[config.mk]
export PLATFORM = sky130hd
export DESIGN_NAME = rs_array
export DESIGN_NICKNAME = d
export VERILOG_FILES = /design/src/rtl/rs_array.sv
export SDC_FILE = /design/constraint.sdc
export NUM_CORES = 2
export LEC_CHECK = 0
export ABC_CLOCK_PERIOD_IN_PS = 5900
export BUFFER_PORTS_ARGS = -buffer_cell sky130_fd_sc_hd__buf_2
export CORE_AREA = 8 8 411 372
export DETAILED_ROUTE_END_ITERATION = 10
export DIE_AREA = 0 0 419 380
export GPL_ROUTABILITY_DRIVEN = 0
export SLEW_MARGIN = 10
export SYNTH_ARGS = -nofsm -noshare
export SYNTH_HDL_FRONTEND = slang
export SYNTH_SLANG_ARGS = --single-unit
[constraint.sdc]
create_clock -name clk -period 5.9 [get_ports clk]
set_input_delay 0 -clock clk [delete_from_list [all_inputs] [get_ports clk]]
set_output_delay 0 -clock clk [all_outputs]
set_load 0.01 [all_outputs]
[src/rtl/rs_array.sv]
// Reservation-station array: holds dispatched instructions until their operand
// tags resolve on the CDBs, then issues the oldest ready entry to execute.

`ifndef RS_SIZE
`define RS_SIZE 8
`endif
`ifndef DATA_SIZE
`define DATA_SIZE 32
`endif

package rs_pkg;
  localparam int TAG_W  = 6;
  localparam int CTRL_W = 8;

  typedef struct packed {
    logic                    busy;
    logic [CTRL_W-1:0]       ctrl_bits;
    logic [TAG_W-1:0]        tag;
    logic [`DATA_SIZE-1:0]   value_1;
    logic [`DATA_SIZE-1:0]   value_2;
    logic [TAG_W-1:0]        tag_1;
    logic [TAG_W-1:0]        tag_2;
    logic [`DATA_SIZE-1:0]   imm;
  } rs_entry;

  typedef struct packed {
    logic [TAG_W-1:0]        tag;
    logic [`DATA_SIZE-1:0]   value;
  } cdb;
endpackage

module rs_array
  import rs_pkg::*;
#(
  parameter int RS_SIZE   = `RS_SIZE,
  parameter int DATA_SIZE = `DATA_SIZE
) (
  input  logic    clk,
  input  logic    reset,
  input  rs_entry rse,
  input  logic    dispatch_valid,
  input  logic    flush,
  input  cdb      cdb1,
  input  cdb      cdb2,
  input  logic    fu_ready,
  output logic    issue_valid,
  output rs_entry issue_entry,
  output logic    rs_full,
  output int      rs_count
);

  localparam int SLOT_W = (RS_SIZE > 1) ? $clog2(RS_SIZE) : 1;

  rs_entry            ent     [RS_SIZE];
  rs_entry            ent_nxt [RS_SIZE];
  logic [RS_SIZE-1:0] older   [RS_SIZE];
  logic [RS_SIZE-1:0] busy, ready, sel;
  logic [SLOT_W-1:0]  slot;
  logic               ins, iss;

  // Returns {tag, value} for one operand after snooping both CDBs; cdb1 wins ties.
  function automatic logic [TAG_W+DATA_SIZE-1:0] resolve(
    input logic [TAG_W-1:0]     t,
    input logic [DATA_SIZE-1:0] v,
    input cdb                   c1,
    input cdb                   c2
  );
    if (t != '0 && t == c1.tag) return {{TAG_W{1'b0}}, c1.value};
    if (t != '0 && t == c2.tag) return {{TAG_W{1'b0}}, c2.value};
    return {t, v};
  endfunction

  function automatic rs_entry wake(input rs_entry e, input cdb c1, input cdb c2);
    rs_entry w;
    w = e;
    {w.tag_1, w.value_1} = resolve(e.tag_1, e.value_1, c1, c2);
    {w.tag_2, w.value_2} = resolve(e.tag_2, e.value_2, c1, c2);
    return w;
  endfunction

  always_comb begin
    for (int i = 0; i < RS_SIZE; i++) begin
      busy[i]  = ent[i].busy;
      ready[i] = ent[i].busy && (ent[i].tag_1 == '0) && (ent[i].tag_2 == '0);
    end
  end

  // Oldest-ready select: no other ready entry is older than the winner.
  always_comb begin
    for (int i = 0; i < RS_SIZE; i++)
      sel[i] = ready[i] && ((older[i] & ready) == '0);
  end

  always_comb begin
    issue_entry = '0;
    for (int i = 0; i < RS_SIZE; i++)
      if (sel[i]) issue_entry = rs_entry'(issue_entry | ent[i]);
  end

  assign issue_valid = |ready;
  assign iss         = issue_valid && fu_ready;
  assign rs_full     = (rs_count == RS_SIZE);
  assign ins         = dispatch_valid && !rs_full && !flush;

  always_comb begin
    slot = '0;
    for (int i = RS_SIZE - 1; i >= 0; i--)
      if (!busy[i]) slot = SLOT_W'(i);
  end

  always_comb begin
    for (int i = 0; i < RS_SIZE; i++) begin
      ent_nxt[i] = ent[i];
      if (ent[i].busy) ent_nxt[i] = wake(ent[i], cdb1, cdb2);
      if (iss && sel[i]) ent_nxt[i].busy = 1'b0;
      if (ins && slot == SLOT_W'(i)) begin
        ent_nxt[i]      = wake(rse, cdb1, cdb2);
        ent_nxt[i].busy = 1'b1;
      end
    end
  end

  always_ff @(posedge clk) begin
    if (reset || flush) begin
      for (int i = 0; i < RS_SIZE; i++) begin
        ent[i]   <= '0;
        older[i] <= '0;
      end
      rs_count <= 0;
    end else begin
      for (int i = 0; i < RS_SIZE; i++) ent[i] <= ent_nxt[i];
      // New entry is younger than everything still resident after this edge.
      if (ins) begin
        for (int i = 0; i < RS_SIZE; i++) begin
          if (slot == SLOT_W'(i)) older[i] <= busy & ~(sel & {RS_SIZE{iss}});
          else                    older[i][slot] <= 1'b0;
        end
      end
      rs_count <= rs_count + int'(ins) - int'(iss);
    end
  end

endmodule

# ---- Word level (Yosys, flattened, before mapping)
# Memory sizes are Yosys's and may differ from the RTL's.
# Cells that the tools add are included.
dict set report totals {
  n_memories 2
  wordCells 697
  inputBits 204
  ff_bits 32
  ramBits 1048
  output_inout_bits 157
}
# memory depth word_bits read_ports rd_clocked_by_memory_dff write_ports line_no
set mem_list {}
lappend mem_list {ent 8 123 8 0 8 54} ;# rs_entry ent [RS_SIZE];
lappend mem_list {older 8 8 8 0 8 56} ;# logic [RS_SIZE-1:0] older [RS_SIZE];
dict set report classes {
  order_cmp 2
  eq_ne 44
  bitwise_logic 98
  mux 421
  add_sub_neg 2
  reduce_logical 127
}
# cell n
set op_table {}
lappend op_table {{123-bit two-way mux} 32}
lappend op_table {{38-bit two-way mux} 100}
lappend op_table {{123-bit OR} 7}
lappend op_table {{1-bit two-way mux} 264}
lappend op_table {{6-bit equality test} 36}
lappend op_table {{8-bit two-way mux} 16}
lappend op_table {{6-bit nonzero test} 18}
lappend op_table {{6-bit zero test} 16}
lappend op_table {{8-bit bitwise AND} 10}
lappend op_table {{1-bit logical AND} 80}
lappend op_table {{1-bit OR} 80}
lappend op_table {{8-bit zero test} 8}
lappend op_table {{32-bit by 2-bit adder with 32-bit output} 1}
lappend op_table {{32-bit by 5-bit equality test with 1-bit output (second input constant)} 1}
lappend op_table {{32-bit by 2-bit subtractor with 32-bit output} 1}
lappend op_table {{3-bit two-way mux} 8}
lappend op_table {{3-bit equality test (second input constant)} 4}
lappend op_table {{8-bit inverter} 1}
lappend op_table {{8-bit OR reduction} 1}
lappend op_table {{3-bit by 2-bit equality test with 1-bit output (second input constant)} 2}
lappend op_table {{3-bit by 4-bit < comparator with 1-bit output (second input constant)} 1}
lappend op_table {{1-bit demux with 3-bit select} 1}
lappend op_table {{3-bit by 1-bit equality test with 1-bit output (second input constant)} 1}
lappend op_table {{3-bit by 1-bit greater-or-equal comparator with 1-bit output (second input constant)} 1}
lappend op_table {{other kinds (3)} 4}

# ---- Depth between registers and ports, before layout
dict set report depth {
  depth_word 21
  depth_mapped 19
  ltp_nobuf 18
}

# ---- Worst setup path before layout
# Ideal clock, no wire load.
dict set report synth_path {
  path_kind {register to register}
  start {memory ent[1][157] in the netlist's numbering}
  end {register rs_count[20] in the netlist's numbering}
  required_time_ns 5.776
  t_arrival_ns 4.040
  path_stages_with_launch 20
  setup_ns 0.124
  n_path_buf 1
  setup_slack_ns 1.736
  period_less_slack_ns 4.164
  path_cell_list {dfxtp_1 or4_1 nor3_2 and3_1 buf_4 nor4_1 a21boi_2 ha_1 inv_1 ha_1 inv_1 fa_1 nor2b_1 o211ai_1 a21oi_1 o31ai_1 a211oi_1 nand2b_1 a21boi_0 mux2i_1}
}
# element line_no
set synth_lines {}
lappend synth_lines {{start: declaration} 54}
lappend synth_lines {{end signal: assignment} 139} ;# rs_count <= rs_count + int'(ins) - int'(iss);
lappend synth_lines {{end: declaration} 49} ;# output int rs_count

==> impl_metrics.yaml <==
status:
  outcome: "finished clean"
floorplan:
  die_x_um: 419
  num_io_pins: 361
  die_area_um2: 159000
  rows: 133
  die-height_um: 380
  initial_core_util: 0.398
  core-area_um2: 146000
clock_network:
  cts_setup_buffers: 0
  cts_inserted_buffers: 117
  cts_tree: "done"
  root_buffer: "clkbuf_16"
  cts.clk_slew.worst_paths_ns: 0.07
  clock_latency_ns: 0.78
  ctsResizeCount: 0
  cts_hold_buffers: 266
  htree_num_levels: 3
  clock_sinks: 1080
  cts_buffer_depth: 3
critical_path:
  end_kind: "flop"
  worstSetupStartpointType: "flop"
  critPathRequiredTime_ns: 6.50
  cp-startpoint: "ent[0][404]"
  critPathKind: "flop to flop"
  reg2reg_slack_ns: 0.77
  path_max_fanout: 9
  timing.rr.start: "ent[0][404]"
  cp.arrival_ns: 5.73
power_and_ir_drop:
  power_switching_mw: 5.32
  clkPwrFrac: 0.423
  sw_frac_of_total: 0.289
  power.internal_mw: 13.1
  p_per_area_nw_per_um2: 276
  total_leakage_power_nw: 27.5
  irDropWorstVdd_uv: 246
  p_comb_frac: 0.166
  p_seq_frac: 0.411
synth:
  synthArstFlopShare: 0
  synth_edf_count: 64
  yosys_warnings: 0
  synth_top_area_frac: 0.351
  synthTopCellsByArea: "dfxtp_1 35%, mux2i_1 10%, nor2_1 7.5%, nand2_1 5.8%, a221oi_1 5.2%"
  synth_area_per_cell_um2: 8.32
  yosysUniqueCellTypes: 69
  synth.most_common_cell: "nor2_1"
  syn_inst: 6956
  ys_seq_elements: 1080
  synth_top_cell_by_area: "dfxtp_1"
  synth_commonest_cells: "1,154 x nor2_1, 1,016 x dfxtp_1, 893 x nand2_1"
  ys_seq_area_frac: 0.384
  synth_area_um2: 57900
  yosys_most_used_dff: "dfxtp_1"
place:
  portBuffers: 347
  dp_hpwl_mm: 139
  postPlaceCellArea_um2: 59900
route:
  via_count: 57300
  drt_pass1_iterations: 6
  ant_nets: 0
  routedWlPerCell_um: 27.5
  drtIter0Drc: 7363
  via_per_inst: 6.30
  drt_wl_total_mm: 250
  drc_errors: 0
hold_path:
  hold_start: "rse[103]"
  hp-class: "input pin to flop"
layout:
  final_area_um2: 66600
  fin_nets: 7277
  layout-drive-gt1-share: 0.126
  utilization: 0.457
  synthToLayoutAreaGrowth_pct: 15.0
timing:
  period_needed_ns: 5.13
  finalSetupViolCount: 0
  slew_violations: 0
  fmax_mhz: 195
  clock_skew_ns: 0.0437
  fin_crit_sh: 0.870
  rsz0062_at_grt: "no"
  hold_viol: 0
  max-slew-margin-rel: 0.136
  fin_tns_setup_ns: 0
  tightest_slew_ns: 1.30
flow_run:
  maxCapViolations: 0
global_routing:
  antenna_found_initial: 22
  grt_pass1_wl_mm: 365
  grt-ovfl-total: 0
  grt_max_degree: 215
  grtUsageTotal: 0.295
  grt_pass1_vias: 54400
[worst max-delay path: stages, from the launching register on]
cell	delay, ns
dfxtp_1	0.35
or4_1	0.57
nor3_4	0.30
and3_1	0.43
nor4_1	0.15
a21boi_2	0.47
ha_1	0.33
inv_1	0.06
ha_1	0.17
inv_1	0.06
fa_1	0.41
nor2b_1	0.19
o211ai_1	0.13
a21oi_1	0.28
o31ai_1	0.19
a211oi_1	0.27
buf_4	0.20
o211ai_1	0.13
a21oi_1	0.21
nor3b_1	0.07
[cell usage in the layout, fill, tap and decap left out, types with 45 or more instances in the layout]
cell type | synthesis | layout
a221oi_1 | 343 | 343
clkbuf_16 | 0 | 119
inv_1 | 63 | 63
xnor2_1 | 141 | 141
o211ai_1 | 67 | 67
ha_1 | 47 | 47
o22ai_1 | 47 | 47
nand2_1 | 893 | 880
nand3_1 | 144 | 138
dfxtp_1 | 1016 | 1016
a221o_1 | 128 | 128
buf_2 | 181 | 347
a22o_1 | 114 | 114
nor2_1 | 1154 | 1147
edfxtp_1 | 64 | 64
xor2_1 | 95 | 95
nand4_1 | 45 | 45
a21oi_1 | 520 | 510
a221oi_2 | 88 | 88
mux2i_1 | 579 | 579
dlygate4sd3_1 | 0 | 266
buf_4 | 67 | 117
a22oi_1 | 199 | 199
a31oi_1 | 88 | 87
[metrics by stage]
step | power (mW) | setup WS [ns] | cells | hold slack [ns]
final | 18.4 | 0.766 | 9094 | 0.0675
after floorplan | 9.75 | 1.74 | 6972 | 0.156
after detailed placement | 10.5 | 0.925 | 8597 | 0.320
after global routing | 19.0 | 0.444 | 9087 | 0.0895
after global placement | 10.5 | 0.945 | 8597 | 0.314
after CTS | 18.4 | 0.880 | 9081 | 0.00674
[layer usage]
metal / global-route usage / share of wire / up-vias
met5: 0 / 0.00014 / -
met4: 0.147 / 0.054 / 6
met3: 0.0603 / 0.11 / 799
met2: 0.456 / 0.44 / 3679
met1: 0.390 / 0.40 / 27800
li1: - / - / 25000
[final timing paths]
check	end	cells past startpoint
setup / recovery	rs_count[30]	19
hold / removal	ent[0][103]	5
setup reg to reg	rs_count[30]	19
hold reg to reg	ent[1][273]	2
[layout make-up]
class / count / area (um2)
Multi-Input combinational cell: 5024 / 32100
Timing Repair Buffer: 739 / 5460
Inverter: 63 / 236
Clock buffer: 171 / 3520
Clock inverter: 47 / 510
Sequential cell: 1080 / 22300
Tap cell: 1957 / 2450
Antenna cell: 13 / 32.5
Fill cell: 14100 / 79000
[state kept, by name, summed over array words and instances (netlist names)]
signal and flops:
rs_count 32, older 64, ent 984
[logic make-up (layout without fill, tap and decap cells)]
group / count (synthesis) / in the layout / share of synthesized area
flops: 1080 / 1080 / 0.384
xor+xnor: 236 / 236 / 0.0357
fa+ha+maj: 48 / 48 / 0.0105
other cells: 1 / 30 / 0.0000648
buf+inv: 868 / 1020 / 0.0683
simple gates: 2416 / 2416 / 0.172
mux: 579 / 579 / 0.100
compound gates: 1728 / 1728 / 0.229
[power groups by stage]
stage | combinational, mW | clock (mW) | sequential, mW
2_1_floorplan | 2.03 | 0 | 7.73
3_3_place_gp | 2.82 | 0 | 7.71
3_5_place_dp | 2.82 | 0 | 7.71
4_1_cts | 2.98 | 7.83 | 7.55
5_1_grt | 3.31 | 8.13 | 7.56
6_report | 3.05 | 7.78 | 7.55
(Power assumes the default switching activity.)
